File: config.mk
export PLATFORM = sky130hd
export DESIGN_NAME = serial_rx_deser
export DESIGN_NICKNAME = d
export VERILOG_FILES = /design/src/rtl/serial_rx_pkg.sv /design/src/rtl/scl_edge_sync.sv /design/src/rtl/serial_rx_deser.sv
export SDC_FILE = /design/constraint.sdc
export NUM_CORES = 1
export LEC_CHECK = 0
export CAP_MARGIN = 5
export CORE_MARGIN = 3
export CORE_UTILIZATION = 36
export DETAILED_ROUTE_END_ITERATION = 16
export HOLD_SLACK_MARGIN = 0.03
export PLACE_DENSITY = 0.53
export SLEW_MARGIN = 20
export SYNTH_ARGS = -nofsm -noshare
export SYNTH_HDL_FRONTEND = slang
export SYNTH_SLANG_ARGS = --single-unit
export TNS_END_PERCENT = 100
File: constraint.sdc
create_clock -name CLK -period 3.4 [get_ports CLK]
set_input_delay 0.68 -clock CLK [delete_from_list [all_inputs] [get_ports CLK]]
set_output_delay 0.68 -clock CLK [all_outputs]
set_load 0.05 [all_outputs]
File: src/rtl/serial_rx_pkg.sv
// Shared definitions for the serial receiver: parity modes, FSM states and
// the bit-counter width helper.
package serial_rx_pkg;

  localparam int PAR_NONE = 0;
  localparam int PAR_EVEN = 1;
  localparam int PAR_ODD  = 2;

  typedef enum logic [1:0] {
    ST_IDLE  = 2'd0,
    ST_DATA  = 2'd1,
    ST_PAR   = 2'd2,
    ST_GUARD = 2'd3
  } rx_state_t;

  function automatic int cnt_width(input int data_w);
    return $clog2(data_w + 2);
  endfunction

endpackage

File: src/rtl/scl_edge_sync.sv
// Brings sSCL/sSDA into the system clock domain and flags sSCL falling edges.
// Flops reset high so the idle-high bus never looks like an edge after reset.
module scl_edge_sync #(
  parameter int SYNC_STAGES = 2
) (
  input  logic i_clk,
  input  logic i_rst,
  input  logic i_scl,
  input  logic i_sda,
  output logic o_fe,
  output logic o_sda
);

  logic [SYNC_STAGES-1:0] r_scl_sync;
  logic [SYNC_STAGES-1:0] r_sda_sync;
  logic                   r_scl_prev;

  always_ff @(posedge i_clk) begin
    if (i_rst) begin
      r_scl_sync <= '1;
      r_sda_sync <= '1;
      r_scl_prev <= 1'b1;
    end else begin
      r_scl_sync <= {r_scl_sync[SYNC_STAGES-2:0], i_scl};
      r_sda_sync <= {r_sda_sync[SYNC_STAGES-2:0], i_sda};
      r_scl_prev <= r_scl_sync[SYNC_STAGES-1];
    end
  end

  // sda is taken from the same stage as the scl edge so both see equal delay
  assign o_fe  = r_scl_prev & ~r_scl_sync[SYNC_STAGES-1];
  assign o_sda = r_sda_sync[SYNC_STAGES-1];

endmodule

File: src/rtl/serial_rx_deser.sv
// Serial-to-parallel receiver: assembles DATA_W-bit words on sSCL falling
// edges, checks parity and hands words out over a VALID/ACK handshake.
//   state    | meaning
//   IDLE     | receiver disabled, waiting for START
//   DATA     | shifting data bits, one per falling edge
//   PAR      | waiting for the parity bit
//   GUARD    | word delivered, consuming the guard edge
module serial_rx_deser
  import serial_rx_pkg::*;
#(
  parameter int DATA_W      = 8,
  parameter int PARITY_MODE = 1,
  parameter int MSB_FIRST   = 0,
  parameter int SYNC_STAGES = 2
) (
  input  logic              CLK,
  input  logic              RST,
  input  logic              sSDA,
  input  logic              sSCL,
  input  logic              START,
  input  logic              ACK,
  output logic [DATA_W-1:0] PROR,
  output logic              PARITY_BIT,
  output logic              PAR_ERR,
  output logic              VALID,
  output logic              OVERRUN,
  output logic              BUSY
);

  localparam int              CNT_W    = cnt_width(DATA_W);
  localparam logic [CNT_W-1:0] LAST_BIT = CNT_W'(DATA_W - 1);
  localparam bit              HAS_PAR  = (PARITY_MODE != PAR_NONE);

  rx_state_t         r_state, w_state_next;
  logic [CNT_W-1:0]  r_cnt;
  logic [DATA_W-1:0] r_shift, w_shift_next, w_word;
  logic              w_fe, w_sda;
  logic              w_shift_en, w_complete, w_cnt_clr, w_pbit, w_perr;

  scl_edge_sync #(.SYNC_STAGES(SYNC_STAGES)) u_sync (
    .i_clk (CLK),
    .i_rst (RST),
    .i_scl (sSCL),
    .i_sda (sSDA),
    .o_fe  (w_fe),
    .o_sda (w_sda)
  );

  always_comb begin
    w_shift_next = r_shift;
    if (MSB_FIRST != 0) begin
      w_shift_next    = r_shift << 1;
      w_shift_next[0] = w_sda;
    end else begin
      w_shift_next           = r_shift >> 1;
      w_shift_next[DATA_W-1] = w_sda;
    end
  end

  always_ff @(posedge CLK) begin
    if (RST) r_state <= ST_IDLE;
    else     r_state <= w_state_next;
  end

  always_comb begin
    w_state_next = r_state;
    w_shift_en   = 1'b0;
    w_complete   = 1'b0;
    w_cnt_clr    = 1'b0;
    w_word       = r_shift;
    w_pbit       = 1'b0;
    case (r_state)
      ST_IDLE: if (START) w_state_next = ST_DATA;
      ST_DATA: begin
        if (!START) begin
          w_state_next = ST_IDLE;
          w_cnt_clr    = 1'b1;
        end else if (w_fe) begin
          w_shift_en = 1'b1;
          if (r_cnt == LAST_BIT) begin
            if (HAS_PAR) begin
              w_state_next = ST_PAR;
            end else begin
              w_complete   = 1'b1;
              w_word       = w_shift_next;
              w_state_next = ST_GUARD;
            end
          end
        end
      end
      ST_PAR: begin
        if (!START) begin
          w_state_next = ST_IDLE;
          w_cnt_clr    = 1'b1;
        end else if (w_fe) begin
          w_complete   = 1'b1;
          w_pbit       = w_sda;
          w_state_next = ST_GUARD;
        end
      end
      ST_GUARD: begin
        if (!START || w_fe) begin
          w_state_next = START ? ST_DATA : ST_IDLE;
          w_cnt_clr    = 1'b1;
        end
      end
      default: w_state_next = ST_IDLE;
    endcase
  end

  always_comb begin
    w_perr = 1'b0;
    if (PARITY_MODE == PAR_EVEN)     w_perr = ^w_word ^ w_pbit;
    else if (PARITY_MODE == PAR_ODD) w_perr = ~(^w_word ^ w_pbit);
  end

  always_ff @(posedge CLK) begin
    if (RST) begin
      r_cnt      <= '0;
      r_shift    <= '0;
      PROR       <= '0;
      PARITY_BIT <= 1'b0;
      PAR_ERR    <= 1'b0;
      VALID      <= 1'b0;
      OVERRUN    <= 1'b0;
    end else begin
      if (w_cnt_clr)       r_cnt <= '0;
      else if (w_shift_en) r_cnt <= r_cnt + 1'b1;
      if (w_shift_en) r_shift <= w_shift_next;
      if (w_complete) begin
        PROR       <= w_word;
        PARITY_BIT <= w_pbit;
        PAR_ERR    <= w_perr;
        VALID      <= 1'b1;
        // overwriting an unacknowledged word is an overrun unless ACK lands now
        OVERRUN    <= ~ACK & (VALID | OVERRUN);
      end else if (ACK && VALID) begin
        VALID   <= 1'b0;
        OVERRUN <= 1'b0;
      end
    end
  end

  assign BUSY = (r_state == ST_PAR) || (r_state == ST_GUARD) ||
                ((r_state == ST_DATA) && (r_cnt != '0));

endmodule

==> run summary <==
LOGIC SYNTHESIS
-------------------------------------------------------------------------------------
Predominant post-synthesis flop cell                                          dfxtp_1
Mapped Nets                                                                       171
Post-synthesis compound-gate area fraction                                      12.5%
Adder and majority cell fraction of the synthesized area                        6.39%
Dominant combinational cell family by area after synthesis               simple AND/OR/NAND/NOR gates
Count of unique library cells instantiated by Yosys                                30
Number of storage elements in the synthesis netlist                                31
Cell accounting for the most synthesized area                                 dfxtp_1
Async set-reset flop share out of synthesis                                        0%
Mean instance size in the synthesized netlist                                8.67 µm²
Post-Synth XOR/XNOR Area                                                        7.12%
Mux contribution to synthesized area                                               0%
Post-synthesis simple-gate area fraction                                        24.7%
Sequential share of the synthesized area                                        45.3%
Total of warnings raised by yosys                                                   0
Number of synthesized flops with an enable pin                                      0
Fraction of synthesized cell area taken by the top area cell type               45.3%
Leading post-synthesis cells by cell area                                dfxtp_1 45%, nand2_1 10%, a21oi_1 8.8%
Count of mapped cells out of synthesis                                            158
Post-synthesis instance area                                                 1370 µm²

CLOCK NETWORK
-------------------------------------------------------------------------------------
TritonCTS clock tree                                                            built
Setup Buffers After CTS                                                             0
Deepest level of the CTS H-tree                                                     2
Inserted Clock Buffers                                                              5
Number of hold buffers added after cts                                              0
Clock root buffer                                                            clkbuf_8
Clock transition at the registers of the reported paths                       0.06 ns
Insertion delay to the later sink of the worst-skew pair                      0.27 ns
Clock net sink count                                                               31
Maximum clock path buffer count                                                     2
CTS resizes                                                                         0

STA
-------------------------------------------------------------------------------------
Max Slew Vio Count                                                                  0
Final Hold Viols                                                                    0
Final period util                                                               79.6%
Final setup violation count                                                         0
Setup repair after global routing missed its margin                             false
Transition at the pin with the smallest max-transition slack                 0.784 ns
Rel. slew slack                                                                 47.6%
Summed negative setup slack over all endpoints                                   0 ns
Final critical delay including setup and external delays                      2.71 ns
Final setup skew                                                           0.00282 ns
Maximum frequency from static timing analysis                               0.369 GHz

GLOBAL ROUTING
-------------------------------------------------------------------------------------
Pin count of the biggest net entering global routing                               23
Remaining global-route overflow                                                     0
Vias in the first global route                                                    987
Initial antenna violation count                                                     0
Wire length of the first global-routing pass                                  4360 µm
Global-route usage over all layers                                              13.1%

CRITICAL PATH
-------------------------------------------------------------------------------------
Timing startpoint of the critical path                                   r_state[1]$_SDFFE_PP0P_
CP max FO                                                                           6
Endpoint kind of the worst setup timing path                              output port
Slowest-stage cell, CP                                                   clkdlybuf4s50_1
R2R Path Start                                                           r_state[0]$_SDFFE_PP0P_
Crit Path Class                                                          register to output port
CP required                                                                   2.72 ns
CP Data Arrival Time                                                          2.03 ns
List of cells traversed by the critical path                             inv_1 -> ha_1 -> a211o_2 -> clkdlybuf4s50_1
Category of the worst setup path launch point                                register
Critical path's largest stage delay                                           0.70 ns

FINAL LAYOUT
-------------------------------------------------------------------------------------
Most frequent cells in the layout                                        37 x nand2_1, 31 x dfxtp_1, 24 x a21oi_1
Layout cells sized above 1                                                      10.7%
Nets                                                                              190
Final non-filler cell area                                                   1700 µm²
Signed area change from the synthesized netlist to the final layout             23.8%
Antenna diode count                                                                 0
Most frequent standard cell in the layout excluding fill and tap cells        nand2_1
Number of non-filler instances in the completed layout                            224
Fill cells                                                                        350

POWER
-------------------------------------------------------------------------------------
Worst vdd rail ir drop                                                       0.273 mV
Cell Pwr Density                                                           478 nW/µm²
Leakage Power                                                             0.000624 µW
Total power                                                                    811 µW

ROUTING
-------------------------------------------------------------------------------------
Iteration-0 DRC count of the detailed router                                       27
Via-to-Cell Ratio                                                                4.84
Vias                                                                             1085
Routed WL per cell                                                            11.5 µm
Detailed Route WL                                                             2570 µm
Detailed-routing iteration count for the pre-antenna-repair pass                    4
DRC violation count after routing                                                   0
Antenna-violating nets left                                                         0

DIE
-------------------------------------------------------------------------------------
Std cell rows                                                                      21
Initial standard-cell utilization of the core                                   39.2%
CORE AREA                                                                    3490 µm²
Overall die area                                                             4580 µm²
Die X                                                                         67.7 µm
Die H                                                                         67.7 µm
Ports                                                                              19

JOB
-------------------------------------------------------------------------------------
Max-capacitance violation count                                                     0

PLACEMENT
-------------------------------------------------------------------------------------
Half-perimeter wire length after placement                                    1840 µm
Gp weighted congestion                                                          0.816
Number of placed instances with taps included                                     216
Standard cell area after detailed placement                                  1580 µm²
Number of buffers added on ports                                                   18

HOLD PATH
-------------------------------------------------------------------------------------
Hold Crit Start                                                          u_sync.r_sda_sync[0]$_SDFF_PP1_
Worst hold path type                                                     register to register

STATUS
-------------------------------------------------------------------------------------
Result of the run                                                        finished clean

## metrics by stage
stage	setup WS (ns)	utilization (%)	hold slack [ns]
after floorplan	1.48	-	0.389
after global placement	1.02	45.2	0.395
after detailed placement	0.990	45.2	0.399
after CTS	0.677	48.5	0.416
after global routing	0.594	48.5	0.437
final	0.692	48.5	0.412
## worst max-delay path, delay by kind of cell (launching register included)
family / cells / cell delay, ns
fa+ha+maj: 1 / 0.23
compound gates: 1 / 0.30
buf+inv: 2 / 0.81
flops: 1 / 0.41
## metal layers
metal  share of wire (%)  track usage [%]  vias up
met5                   0                0        -
li1                    -                -      566
met2                  43             20.7       22
met3                 4.9             3.99        5
met1                  51             16.2      492
met4                 1.5             6.08        0
## synth_stat cells, types with 3 or more instances
cell type / instances
or2_2: 5
nor2_1: 6
inv_1: 5
ha_1: 7
o21ai_0: 3
nand2_1: 37
xnor2_1: 3
nor3_1: 5
a21oi_1: 24
dfxtp_1: 31
clkbuf_1: 5
xor2_1: 3
## where the power goes
group	internal [µW]	total [µW]	switching [µW]
sequential	370	377	6.87
clock	237	369	132
combinational	31.3	65.6	34.3
## cell type report
| type | instances | area (µm²) | area share (%) |
|---|---|---|---|
| clock buffer | 6 | 82.6 | 4.87 |
| clock inverter | 2 | 35.0 | 2.06 |
| inverter | 5 | 18.8 | 1.11 |
| multi-input combinational | 115 | 694 | 40.9 |
| sequential | 31 | 621 | 36.6 |
| tap | 46 | 57.6 | 3.39 |
| timing repair buffer | 19 | 188 | 11.1 |
## final timing paths
kind / cells past startpoint / slack (ns) / end
setup reg to reg: 6 / 1.32 / r_state[1]$_SDFFE_PP0P_
hold / removal: 1 / 0.41 / u_sync.r_sda_sync[1]$_SDFF_PP1_
hold reg to reg: 1 / 0.41 / u_sync.r_sda_sync[1]$_SDFF_PP1_
setup / recovery: 4 / 0.69 / BUSY
## flip-flops by register name, summed over array words and instances (netlist names)
name,flops
PROR,8
r_shift,8
u_sync.r_scl_prev,1
PAR_ERR,1
PARITY_BIT,1
OVERRUN,1
r_state,2
u_sync.r_scl_sync,2
r_cnt,4
VALID,1
u_sync.r_sda_sync,2
## cell families (layout without fill, tap and decap cells)
group                    after synthesis  in the layout
buffers and inverters                 12             32
AO/OA/AOI/OAI                         31             31
flip-flops                            31             31
XOR/XNOR                               8              8
AND/OR/NAND/NOR                       69             69
adder cells (fa/ha/maj)                7              7
No activity file was read; power rests on OpenSTA's default activity.
==> patch 1 (config.mk and constraints unchanged) <==
Change the parameter `PARITY_MODE` from 1 to 0.
--- a/src/rtl/serial_rx_deser.sv
+++ b/src/rtl/serial_rx_deser.sv
@@ -9,7 +9,7 @@
   import serial_rx_pkg::*;
 #(
   parameter int DATA_W      = 8,
-  parameter int PARITY_MODE = 1,
+  parameter int PARITY_MODE = 0,
   parameter int MSB_FIRST   = 0,
   parameter int SYNC_STAGES = 2
 ) (
Check against the original RTL: same outputs for any inputs over 10 cycles, from zero or initial values and one cycle with RST high; that may be too few to reach the edited logic, so the function may still have changed.
==> patch 1 against the unedited design <==
First-iteration DRC count grew to 3.1 times the old value; critical path type unchanged; cell area is 1.8% lower; total power is 0.49% higher; maximum frequency is 0.88% higher; largest power group unchanged; clock power is 5% lower; sequential cell count is 1 lower; setup slack better by 24 ps; synthesized area is 1.0% higher; utilization is 1.2 points lower; routed wire length is 7.3% higher.
==> patch 1: results (changes against the unedited design) <==
- Status: finished clean (unchanged)
- Port buffer count: 17 (was 18)
- Post-Synth Adder-Cell Area: 0.06329 (was 0.06393)
- Final HPWL DP: 1.990 mm (was 1.844 mm)
- Most area-consuming cells after synthesis: dfxtp_1 43%, nand2_1 8.7%, nand3_1 6.9%, ha_1 6.3%, a31oi_1 4.1% (was dfxtp_1 45%, nand2_1 10%, a21oi_1 8.8%, ha_1 6.4%, xnor3_1 3.3%)
- Gr usage total: 0.1435 (was 0.1310)
- Ant diodes: 0 (unchanged)
- Slew @ Worst Pin: 833.9 ps (was 783.9 ps)
- Worst Path Arrival: 2000 ps (was 2030 ps)
- Initial drt markers: 83 (was 27)
- Pin count of the biggest net entering global routing: 23 (unchanged)
- Post-synthesis compound-gate area fraction: 0.1492 (was 0.1251)
- TritonCTS Buffers: 5 (unchanged)
- Yosys warnings: 0 (unchanged)
- Vias: 1118 (was 1085)
- Skew final: 5.592 ps (was 2.818 ps)
- Mux cell area share after synthesis: 0.01085 (was 0)
- H-Tree Depth: 2 (unchanged)
- TritonRoute pass-1 iters: 4 (unchanged)
- Netlist cell types: 34 (was 30)
- IR drop worst, VDD: 255.5 uV (was 273.2 uV)
- Resized Gates After CTS: 0 (unchanged)
- Share of cells above drive strength 1: 0.09497 (was 0.1067)
- # Post-CTS Setup Buffers: 0 (unchanged)
- CTS max path bufs: 2 (unchanged)
- Post-synth top cells: 32 x nand2_1, 30 x dfxtp_1, 19 x nand3_1 (was 37 x nand2_1, 31 x dfxtp_1, 24 x a21oi_1)
- Average wire per cell in the routed design: 12.27 um (was 11.48 um)
- Biggest regs: PROR: 8 flops, r_shift: 8 flops, r_cnt: 4 flops (unchanged)
- Vias in the first global route: 1071 (was 987)
- Worst Hold Class: flop to flop (unchanged)
- Final net count: 191 (was 190)
- Number of antenna violations at the first check in global routing: 0 (unchanged)
- Clk pin slew, worst setup/hold paths: 60 ps (about the same)
- Leak: 0.5822 nW (was 0.6236 nW)
- Skew-Pair Late Insertion Delay: 280 ps
- CP startpoint kind: flop (unchanged)
- Hold Startpoint: u_sync.r_scl_sync[0] (was u_sync.r_sda_sync[0])
- CP max FO: 5 (was 6)
- FF-to-FF Start: r_state[0] (unchanged)
- Post-synthesis sequential area ratio: 0.4340 (was 0.4530)
- CP delay by family, top: buffers and inverters (unchanged)
- Async set-or-reset flop fraction in the synthesized netlist: 0 (unchanged)
- Pre-CTS setup slack: 771.6 ps (was 989.5 ps)
- XOR/XNOR Fraction of Synth Area: 0.01266 (was 0.07123)
- Clock root buffer: clkbuf_8 (unchanged)
- First-pass GRT wire length: 4.871 mm (was 4.360 mm)
- Pins over their slew limit: 0 (unchanged)
- GPL Wtd Cong: 0.7008 (was 0.8164)
- Post-synthesis net count: 177 (was 171)
- Critical-path top delay cell: clkdlybuf4s50_1 (unchanged)
- Fillers: 348 (was 350)
- CP max stage delay: 700 ps (about the same)
-- patch 1: changes by cell type in the layout (fill, tap and decap cells not counted), sizes merged, moves of 3 or more --
| cell | change |
|---|---|
| nand2 | -5 |
| a31oi | +9 |
| nand3 | +17 |
| xor2 | -3 |
| nor3 | -4 |
| a211oi | +3 |
| a21oi | -13 |
-- patch 1: layout make-up --
cell class | instances | area share
Clock buffer | 5 | 0.04129
Clock inverter | 3 | 0.02402
Inverter | 5 | 0.01126
Multi-Input combinational cell | 118 | 0.4219
Sequential cell | 30 | 0.3604
Tap cell | 46 | 0.03453
Timing Repair Buffer | 18 | 0.1066
-- patch 1: worst paths after layout --
| path | end | slack [ps] | cells past startpoint |
|---|---|---|---|
| worst max register to register | OVERRUN | 1320 | 5 |
| worst max-delay path | BUSY | 720 | 4 |
| worst min register to register | u_sync.r_scl_sync[1] | 410 | 1 |
| worst min-delay path | u_sync.r_scl_sync[1] | 410 | 1 |
-- patch 1: kinds of logic after synthesis --
family                     count (synthesis)
buffers and inverters                     16
DFF                                       30
and+or+nand+nor                           76
muxes                                      1
AOI/OAI and AO/OA                         31
adders and majority gates                  7
other                                      1
xor gates and xnor gates                   2
-- patch 1: where the power goes --
part           internal (mW)  leakage (nW)  switching [mW]
Clock                  0.215        0.0579           0.136
Sequential             0.358         0.243         0.00474
Combinational         0.0395         0.281          0.0616
Total                  0.613         0.582           0.202
-- patch 1: metal layers --
| metal | track usage | share of wire | vias to the layer above |
|---|---|---|---|
| met5 | 0 | 0 | - |
| met4 | 0.06700 | 0.014 | 0 |
| met3 | 0.05911 | 0.041 | 4 |
| met2 | 0.1949 | 0.41 | 14 |
| met1 | 0.1948 | 0.53 | 507 |
| li1 | - | - | 593 |
-- patch 1: worst reg2reg max path, delay by kind of cell (launching register included) --
family	cells	cell delay (ps)
and+or+nand+nor	1	360
buffers and inverters	1	100
AOI/OAI and AO/OA	2	660
adders and majority gates	1	530
DFF	1	350
-- patch 1: stage by stage --
stage                     cell area (um^2)  power [mW]  cells
after global placement                1558      0.4693    217
after CTS                             1667      0.8249    225
after floorplan                       1384      0.4503    164
after detailed placement              1558      0.4723    217
after global routing                  1667      0.8582    225
final                                 1667      0.8153    225
==> patch 2 (config.mk and constraints unchanged) <==
Without the edit above. Make the reset (`RST` and `i_rst`) asynchronous in 3 clocked blocks.
--- a/src/rtl/scl_edge_sync.sv
+++ b/src/rtl/scl_edge_sync.sv
@@ -15,7 +15,7 @@
   logic [SYNC_STAGES-1:0] r_sda_sync;
   logic                   r_scl_prev;
 
-  always_ff @(posedge i_clk) begin
+  always_ff @(posedge i_clk or posedge i_rst) begin
     if (i_rst) begin
       r_scl_sync <= '1;
       r_sda_sync <= '1;
--- a/src/rtl/serial_rx_deser.sv
+++ b/src/rtl/serial_rx_deser.sv
@@ -57,7 +57,7 @@
     end
   end
 
-  always_ff @(posedge CLK) begin
+  always_ff @(posedge CLK or posedge RST) begin
     if (RST) r_state <= ST_IDLE;
     else     r_state <= w_state_next;
   end
@@ -114,7 +114,7 @@
     else if (PARITY_MODE == PAR_ODD) w_perr = ~(^w_word ^ w_pbit);
   end
 
-  always_ff @(posedge CLK) begin
+  always_ff @(posedge CLK or posedge RST) begin
     if (RST) begin
       r_cnt      <= '0;
       r_shift    <= '0;
Check against the original RTL: differs if RST is asserted again (counterexample within 4 cycles, from zero or initial values and one cycle with RST high); with RST held inactive, the same outputs for 10 cycles.
==> patch 2 against the unedited design <==
Synthesized area increased by 2.6%; setup slack got worse by 44 ps; routed wire length decreased by 2.4%; maximum frequency decreased by 1.6%; sequential cell count unchanged; cell area increased by 1.8%; highest routed layer unchanged.
Power is not compared: it rests on default switching activity, and its combinational part moved more than twofold at a synthesized area within 25%.
==> patch 2: results (changes against the unedited design) <==
- Leak: 0.8203 nW
- Top FF cell, synth: dfrtp_1 (was dfxtp_1)
- Critical Path Start: r_state[1] (unchanged)
- Share of cells above drive strength 1: 0.2353 (was 0.1067)
- Worst Path Arrival: 2070 ps (was 2030 ps)
- Skew-Pair Late Insertion Delay: 280 ps
- Clock Power Share: 0.203
- R2R Setup Slk: 1400 ps (was 1320 ps)
- Port buffer count: 18 (unchanged)
- Status: finished clean (unchanged)
- Vias in the first global route: 903 (was 987)
- Async set-or-reset flop fraction in the synthesized netlist: 1.000 (was 0)
- First-pass GRT wire length: 4.167 mm (was 4.360 mm)
- Yosys warnings: 0 (unchanged)
- Reg-to-reg endpoint: r_cnt[3] (was r_state[1])
- Initial drt markers: 20 (was 27)
- Final WL: 2.509 mm (was 2.572 mm)
- Hold Crit Depth: 0 (was 1)
- Ant diodes: 0 (unchanged)
- R2R depth: 6 (unchanged)
- Most area-consuming cells after synthesis: dfrtp_1 46%, mux2_2 14%, dfstp_2 9.3%, ha_1 6.2%, xnor2_1 3.7% (was dfxtp_1 45%, nand2_1 10%, a21oi_1 8.8%, ha_1 6.4%, xnor3_1 3.3%)
- H-Tree Depth: 2 (unchanged)
- Final net count: 148 (was 190)
- Clock root buffer: clkbuf_8 (unchanged)
- Netlist cell types: 28 (was 30)
- Switching Power: 470.1 uW
- Resized Gates After CTS: 0 (unchanged)
- CTS max path bufs: 2 (unchanged)
- GPL Wtd Cong: 0.7281 (was 0.8164)
- Clock network power: 265 uW
- TritonCTS Buffers: 5 (unchanged)
- Hold Startpoint: u_sync.r_sda_sync[0] (unchanged)
- Max-Cap Viols: 0 (unchanged)
- Worst Hold Class: flop to flop (unchanged)
- Post-synthesis net count: 123 (was 171)
- Post-synth top cells: 26 x dfrtp_1, 17 x mux2_2, 9 x nor2_1 (was 37 x nand2_1, 31 x dfxtp_1, 24 x a21oi_1)
- Worst setup path endpoint: BUSY (unchanged)
- # Post-CTS Setup Buffers: 0 (unchanged)
- Worst relative slew slack: 0.5392 (was 0.4757)
- Clk pin slew, worst setup/hold paths: 50 ps
- Gr usage total: 0.1266 (was 0.1310)
- Final HPWL DP: 1.849 mm (was 1.844 mm)
- Vias/cell: 4.886 (was 4.844)
- Fillers: 373 (was 350)
- Pin count of the biggest net entering global routing: 20 (was 23)
- Biggest regs: PROR: 8 flops, r_shift: 8 flops, r_cnt: 4 flops (unchanged)
- IR drop worst, VDD: 324.6 uV
- Number of antenna violations at the first check in global routing: 0 (unchanged)
- Skew final: 5.434 ps (was 2.818 ps)
- Post-synthesis sequential area ratio: 0.5565 (was 0.4530)
- WHS Endpoint: u_sync.r_sda_sync[1] (unchanged)
- CP max FO: 6 (unchanged)
- Comb power frac: 0.402
- TritonRoute pass-1 iters: 4 (unchanged)
==> patch 2: cell count changes after synthesis, moves of 5 or more <==
| cell | delta |
|---|---|
| dfxtp_1 | -31 |
| nand2_1 | -33 |
| clkbuf_1 | -5 |
| mux2_2 | +17 |
| dfstp_2 | +5 |
| a21oi_1 | -23 |
| dfrtp_1 | +26 |
| or2_2 | -5 |
==> patch 2: cell families (layout without fill, tap and decap cells) <==
kind of cell,Yosys count,in the layout,synth area share
adders and majority gates,7,7,0.06233
muxes,18,18,0.1434
and+or+nand+nor,21,21,0.07213
xor gates and xnor gates,10,10,0.07213
DFF,31,31,0.5565
buffers and inverters,10,36,0.03028
AOI/OAI and AO/OA,13,13,0.06323
==> patch 2: final cells by class <==
type / count / area share
multi-input combinational: 69 / 0.3360
tap: 48 / 0.03476
timing repair buffer: 20 / 0.1130
sequential: 31 / 0.4526
clock buffer: 8 / 0.04634
inverter: 8 / 0.01738
==> patch 2: routing by layer <==
layer / vias up / global-route usage / part of all wire
met4: 0 / 0.08189 / 0.014
met2: 19 / 0.2098 / 0.52
met5: - / 0 / 0
li1: 429 / - / -
met1: 445 / 0.1415 / 0.42
met3: 6 / 0.03448 / 0.040
==> patch 2: metrics by stage <==
step                        util  area, um^2  worst slack, ps  hold slack [ps]  instances
after floorplan                -        1405             1572            345.2        110
after global placement    0.4434        1648            921.4            346.5        176
after detailed placement  0.4434        1648            910.7            347.5        176
after CTS                 0.4650        1728            641.0            355.9        184
after global routing      0.4650        1728            544.7            360.1        184
final                     0.4650        1728            648.1            354.7        184
==> patch 2: critical path, cell delays in order (launching register included) <==
cell	delay, ps
dfrtp_1	430
inv_1	140
ha_1	280
a211o_1	160
clkdlybuf4s50_1	790
